### config.mk
export PLATFORM = sky130hd
export DESIGN_NAME = jtag_tap_master
export DESIGN_NICKNAME = d
export VERILOG_FILES = /design/src/rtl/jtag_tap_master.sv
export SDC_FILE = /design/constraint.sdc
export NUM_CORES = 1
export LEC_CHECK = 0
export ABC_AREA = 1
export CAP_MARGIN = 5
export CORE_MARGIN = 5
export CORE_UTILIZATION = 35
export DETAILED_ROUTE_END_ITERATION = 6
export PLACE_DENSITY_LB_ADDON = 0.3
export SLEW_MARGIN = 20
export SYNTH_ARGS = -nofsm -noshare
export SYNTH_HDL_FRONTEND = slang
export SYNTH_SLANG_ARGS = --single-unit
### constraint.sdc
create_clock -name clk -period 14.2 [get_ports clk]
set_clock_uncertainty 0.1 [all_clocks]
set_input_delay 1.42 -clock clk [delete_from_list [all_inputs] [get_ports clk]]
set_output_delay 1.42 -clock clk [all_outputs]
set_load 0.005 [all_outputs]
### src/rtl/jtag_tap_master.sv
// JTAG TAP master: walks the TAP through INIT, then one IR or DR
// scan per command, returning captured TDO bits on a response pulse.
module jtag_tap_master #(
  parameter int CLK_DIV = 2
) (
  input  logic        clk,
  input  logic        rst,
  input  logic        cmd_valid,
  output logic        cmd_ready,
  input  logic        cmd_ir,
  input  logic [5:0]  cmd_len,
  input  logic [63:0] cmd_data,
  output logic        rsp_valid,
  output logic [63:0] rsp_data,
  output logic        tck,
  output logic        tms,
  output logic        tdi,
  input  logic        tdo
);

  typedef enum logic [2:0] {
    INIT, IDLE, SEL, CAP, SHIFT, EXIT, UPD, DONE
  } state_t;

  localparam logic [7:0] DIV_MAX = 8'(CLK_DIV - 1);

  state_t      state, state_d;
  logic [6:0]  cnt, cnt_d, cnt_nxt, len7, last;
  logic [7:0]  div;
  logic        tms_d, tdi_d;
  logic        ir_q;
  logic [5:0]  len_q;
  logic [63:0] data_q, cap;
  logic        run, half_end, fall, rise, accept;

  assign run       = (state != IDLE) && (state != DONE);
  assign half_end  = run && (div == DIV_MAX);
  assign fall      = half_end && tck;
  assign rise      = half_end && !tck;
  assign cmd_ready = (state == IDLE) || (state == DONE);
  assign rsp_valid = (state == DONE);
  assign accept    = cmd_valid && cmd_ready;
  assign len7      = (len_q == 6'd0) ? 7'd64 : {1'b0, len_q};
  assign last      = len7 - 7'd1;
  assign cnt_nxt   = cnt + 7'd1;

  always_ff @(posedge clk or posedge rst) begin
    if (rst) state <= INIT;
    else     state <= state_d;
  end

  // Each transition fires on a falling tck edge and sets up
  // tms/tdi for the pulse that edge begins.
  always_comb begin
    state_d = state;
    cnt_d   = cnt;
    tms_d   = tms;
    tdi_d   = tdi;
    unique case (state)
      INIT: if (fall) begin
        if (cnt == 7'd5) begin
          state_d = IDLE;
          cnt_d   = '0;
          tms_d   = 1'b0;
        end else begin
          cnt_d = cnt_nxt;
          tms_d = (cnt != 7'd4);
        end
      end
      IDLE, DONE: begin
        if (accept) begin
          state_d = SEL;
          cnt_d   = '0;
          tms_d   = 1'b1;
          tdi_d   = 1'b0;
        end else if (state == DONE) begin
          state_d = IDLE;
        end
      end
      SEL: if (fall) begin
        if (ir_q && cnt == 7'd0) begin
          cnt_d = 7'd1;
        end else begin
          state_d = CAP;
          cnt_d   = '0;
          tms_d   = 1'b0;
        end
      end
      CAP: if (fall) begin
        if (cnt == 7'd0) begin
          cnt_d = 7'd1;
        end else begin
          state_d = SHIFT;
          cnt_d   = '0;
          tms_d   = (last == 7'd0);
          tdi_d   = data_q[0];
        end
      end
      SHIFT: if (fall) begin
        if (cnt == last) begin
          state_d = EXIT;
          cnt_d   = '0;
          tms_d   = 1'b1;
          tdi_d   = 1'b0;
        end else begin
          cnt_d = cnt_nxt;
          tms_d = (cnt_nxt == last);
          tdi_d = data_q[cnt_nxt[5:0]];
        end
      end
      EXIT: if (fall) begin
        state_d = UPD;
        tms_d   = 1'b0;
      end
      UPD: if (fall) begin
        state_d = DONE;
        tms_d   = 1'b0;
      end
      default: state_d = INIT;
    endcase
  end

  always_ff @(posedge clk or posedge rst) begin
    if (rst) begin
      cnt      <= '0;
      div      <= '0;
      tck      <= 1'b0;
      tms      <= 1'b1;
      tdi      <= 1'b0;
      ir_q     <= 1'b0;
      len_q    <= '0;
      data_q   <= '0;
      cap      <= '0;
      rsp_data <= '0;
    end else begin
      cnt <= cnt_d;
      tms <= tms_d;
      tdi <= tdi_d;
      if (!run) begin
        div <= '0;
        tck <= 1'b0;
      end else if (div == DIV_MAX) begin
        div <= '0;
        tck <= ~tck;
      end else begin
        div <= div + 8'd1;
      end
      if (accept) begin
        ir_q   <= cmd_ir;
        len_q  <= cmd_len;
        data_q <= cmd_data;
        cap    <= '0;
      end
      if (rise && state == SHIFT) cap[cnt[5:0]] <= tdo;
      if (fall && state == UPD)   rsp_data <= cap;
    end
  end

endmodule
* Word-level counts from Yosys, hierarchy flattened
Cells that the tools add are included.
** Storage, ports and cells
- Register bits after elaboration :: 220
- Input port bits :: 75
- Word-level logic and storage cells :: 121
** Cells by class
- Add/subtract/negate cells :: 3
- $lt $le $gt $ge :: 3
- Equality and inequality tests :: 28
- Multiplexer cells :: 52
- Bitwise gates (word level) :: 1
- Reduce and logical (&&, ||, !) cells :: 23
** Operators by type and width (count)
- two-way mux 64 bit :: 2
- bitwise mux 64 bit :: 1
- two-way mux 7 bit :: 8
- two-way mux 3 bit :: 12
- case mux 7 bit (5 select lines) :: 1
- != test 2 bit (second input constant) :: 11
- two-way mux 1 bit :: 21
- case mux 3 bit (7 select lines) :: 1
- two-way mux 8 bit :: 2
- equality test 7 bit :: 2
- zero test 7 bit :: 2
- < comparator 6 x 7 -> 1 bit (second input constant) :: 2
- equality test 3 bit (second input constant) :: 4
- AND reduction 11 bit :: 1
- logical AND 1 bit :: 9
- adder 8 x 1 -> 8 bit (second input constant) :: 1
- equality test 8 x 1 -> 1 bit (second input constant) :: 1
- AND reduction 8 bit :: 1
- adder 7 x 1 -> 7 bit (second input constant) :: 1
- equality test 7 x 3 -> 1 bit (second input constant) :: 1
- != test 7 x 3 -> 1 bit (second input constant) :: 1
- subtractor 7 x 1 -> 7 bit (second input constant) :: 1
- binary-select mux 1 bit (select 6 bit) :: 1
- demux 1 bit (select 6 bit) :: 1
- 18 further kinds :: 22

* Logic depth before layout (Yosys ltp)
- Word-level depth :: 7
- Gate-level depth with buffers :: 17

* Worst setup path before layout
No wires, ideal clock.
- Kind :: reg-to-output
- From :: register state[1]
- To :: output cmd_ready
- Arrival :: 0.974 ns
- Slack :: 11.706 ns
- Cell stages (with the launch flop) :: 5
- Cell sequence :: dfrtp_1 -> nand2_1 -> nor2_2 -> nor2_2 -> buf_4
** Between the ends
- Word-level cells in the longest chain between the ends :: 2
- Elaborated cells between the ends (all ways) :: 3
- Classes of those cells :: eq/ne (2); reduce/logical (1)
** RTL lines
- start: declaration :: line 27 : state_t state, state_d;
- start signal: assignment :: line 49 : else state <= state_d;
- equality test 3 x 1 -> 1 bit or equality test 3 bit (tied branches) :: line 40 : assign cmd_ready = (state == IDLE) || (state == DONE);
- logical OR 1 bit (*) :: line 40
- end: declaration :: line 9 : output logic cmd_ready,
Mark *: on every way between the ends. The rest lies on a longest branch, timed or not.

* Worst setup path after layout
- From :: register state[2]
- To :: output cmd_ready
Same word-level chain as after synthesis.

==> metrics.txt <==
status=finished clean; Final period util=28.0%; P_leak=0.00595 µW; Worst-path clk slew=~0.06 ns; hold_buf cts=0; Slew @ Worst Pin=between 0.9 and 1 ns; critical path launch point type=register; Pwr Density=approximately 170 nW/µm²; FMAX=252 MHz; Setup Viol. Count Final=0; crit path DAT=2.45 ns; die area=33200 µm²; CP Data Required Time=about 13 ns; Residual DRC=0; mux share of post-synthesis cell area=between 10% and 20%; initial antenna violation count=2; Compound-Gate Fraction of Synth Area=about 5.8%; drt first-iter violations=about 560; Crit Path Category=reg2out; hpwl dp=17.2 mm; Synth Instances=1128; vias in the first global route=7842; #FFs+latches synth=220; GRT Total Usage=15.1%; XOR/XNOR Fraction of Synth Area=less than 1%; M2 GR Usage=23.4%; GR Util met3=2.79%; FF+latch area=5510 µm²; Seq/Total Area, Yosys=53.1%; First-pass DRT Iterations=5; area of the multi-input gates=4320 µm²; Slew Viols, Final=0; layout cell share with drive strength beyond 1=13.9%; met1 Track Usage GR=between 20% and 30%; Yosys top cell by area=dfrtp_1; clock root buffer=clkbuf_16; # H-tree levels=1; Placed Area=12100 µm²; post-CTS sizing=0; gr ovfl total=0; Mapped Area=10400 µm²; syn nets=around 1200; n_diodes=0; die width=182 µm; peak fanout along the critical path=11; port bufs=about 140; Routed wire per std cell=about 15 µm; Top-Level Pins=144; Critical Path Max Stage Delay=~0.64 ns; Max stage delay cell, worst path=clkdlybuf4s50_1; Synth cell types=34; CTS Sinks=220; Worst Setup End Kind=primary output; worst path cell trace=inv_1 > o21ai_1 > nor2_2 > clkdlybuf4s50_1; Filler cells=approximately 2900; slew margin rel.=approximately a third; largest net degree at the start of global routing=143; Routed WL=25.5 mm; CTS tree=built; Final nets=1341; Mapped Avg Cell Area=9.20 µm²; CP delay by family, top=buffers and inverters; Peak VDD IR=0.0890 mV; fin area=13100 µm²; number of vias per cell=4.81; Syn-to-layout area delta=26.2%; starting density of the core=35.2%; grt peak-use layer=met2; max_cap viols=0; setup bufs post-CTS=0; num rows=63; post-route minimum period=3.97 ns; GPL Wtd Cong=0.865; CTS buffer count=26; Syn. warnings=0; Post-DRT Antenna Nets=0; DR vias=approximately 8000; die height=between 150 and 200 µm; core box area=approximately 29000 µm²; later-pin clock latency in the skew report=~0.52 ns; CTS Buffer Depth=3; simple-gate area share of the yosys netlist=about a fifth; first-pass GRT wire length=slightly above 40 mm; Hold WC Path Type=reg2reg; post-route setup TNS=0 ns; largest cells by area after synthesis=dfrtp_1 (53%), mux2_2 (13%), nand2_1 (10%), nor2_1 (4.9%), nand3_1 (4.5%); Buf/Inv on CP=2; Post-Synth Adder-Cell Area=0.965%; largest family of logic cells by synthesized area=simple AND/OR/NAND/NOR gates; top-area cell type share of the netlist area=approximately 53%; unrepaired setup endpoints after global routing=false; final hold vios=0
==> registers in the layout (all words and copies together) (netlist names), 3 cells and up <==
register,count
cnt,7
data_q,64
len_q,6
div,8
cap,64
rsp_data,64
state,3
==> cells by family after synthesis <==
group	Yosys count
adder cells (fa/ha/maj)	8
multiplexers	121
flip-flops	220
AND/OR/NAND/NOR	539
XOR/XNOR	5
AO/OA/AOI/OAI	111
buffers and inverters	124
==> routing by layer <==
| metal | share of wire (%) | vias to the layer above |
|---|---|---|
| li1 | - | 3950 |
| met4 | 2.4 | 4 |
| met3 | 5.7 | 46 |
| met2 | 45 | 224 |
| met5 | 0.10 | - |
| met1 | 47 | 3795 |
==> worst paths after layout <==
path	start	endpoint	slack, ns	cells after the start
setup / recovery	state[2]$_DFFE_PP0P_	cmd_ready	10.23	4
hold / removal	rsp_data[48]$_DFFE_PP0P_	rsp_data[48]$_DFFE_PP0P_	0.39	1
setup reg to reg	state[1]$_DFFE_PP0P_	state[0]$_DFFE_PP0P_	10.69	10
hold reg to reg	rsp_data[48]$_DFFE_PP0P_	rsp_data[48]$_DFFE_PP0P_	0.39	1
max in group asynchronous	rst	rsp_data[35]$_DFFE_PP0P_	11.47	3
min in group asynchronous	rst	rsp_data[59]$_DFFE_PP0P_	1.28	2
==> power breakdown <==
part	switching, µW	leakage (µW)	internal (µW)	total (µW)
Sequential	70.3	0.00289	747	817
Clock	260	0.000483	498	758
Combinational	406	0.00258	265	671
Total	736	0.00595	1510	2250
==> cells in the mapped netlist, drive strengths merged <==
master and instances:
nand2 288, dfrtp 219, nor2 139, mux2 121
nand3 94, o21ai 78, inv 77, buf 33
a21oi 27, clkbuf 14, nor3 13, ha 8
nand4 5, xor2 4, a22oi 1, a31oi 1
a41oi 1, dfstp 1, o2111a 1, o211ai 1
o21bai 1, xnor2 1
==> worst reg2reg max path, delay by kind of cell, from the launching register on <==
kind | cells | cell delay [ns]
AOI/OAI and AO/OA | 2 | 0.60
buffers and inverters | 1 | 0.92
DFF | 1 | 0.49
and+or+nand+nor | 7 | 1.33
==> placed cells by master, fill, tap and decap left out, types with 2 or more instances in the layout <==
cell,instances
a21oi_1,26
buf_4,5
bufinv_16,8
clkbuf_1,5
clkbuf_16,27
clkdlybuf4s50_1,142
clkinv_2,4
clkinv_4,2
dfrtp_1,219
ha_1,8
inv_1,75
mux2_1,5
mux2_2,116
nand2_1,287
nand3_1,94
nand4_1,4
nor2_1,135
nor2_2,3
nor3_1,13
o21ai_0,77
xor2_1,4
==> stage by stage <==
| step | total power (µW) | std cells | hold slack (ns) | setup slack, ns | utilization (%) |
|---|---|---|---|---|---|
| 2_1_floorplan | 1330 | 1128 | 0.358 | 6.66 | - |
| 3_3_place_gp | 1490 | 1620 | 0.375 | 9.90 | 41.0 |
| 3_5_place_dp | 1510 | 1620 | 0.384 | 9.84 | 41.0 |
| 4_1_cts | 2280 | 1668 | 0.397 | 10.20 | 44.3 |
| 5_1_grt | 2390 | 1668 | 0.406 | 10.10 | 44.4 |
| 6_report | 2250 | 1668 | 0.390 | 10.23 | 44.4 |
==> layout make-up <==
| type | count | share of cell area (%) |
|---|---|---|
| repair buffers | 149 | 11.3 |
| multi-input cells | 784 | 33.0 |
| clock buffers | 33 | 5.41 |
| flip-flops and latches | 220 | 42.1 |
| clock inverters | 15 | 2.18 |
| well taps | 390 | 3.73 |
| inverters | 77 | 2.30 |
(Power assumes the default switching activity.)
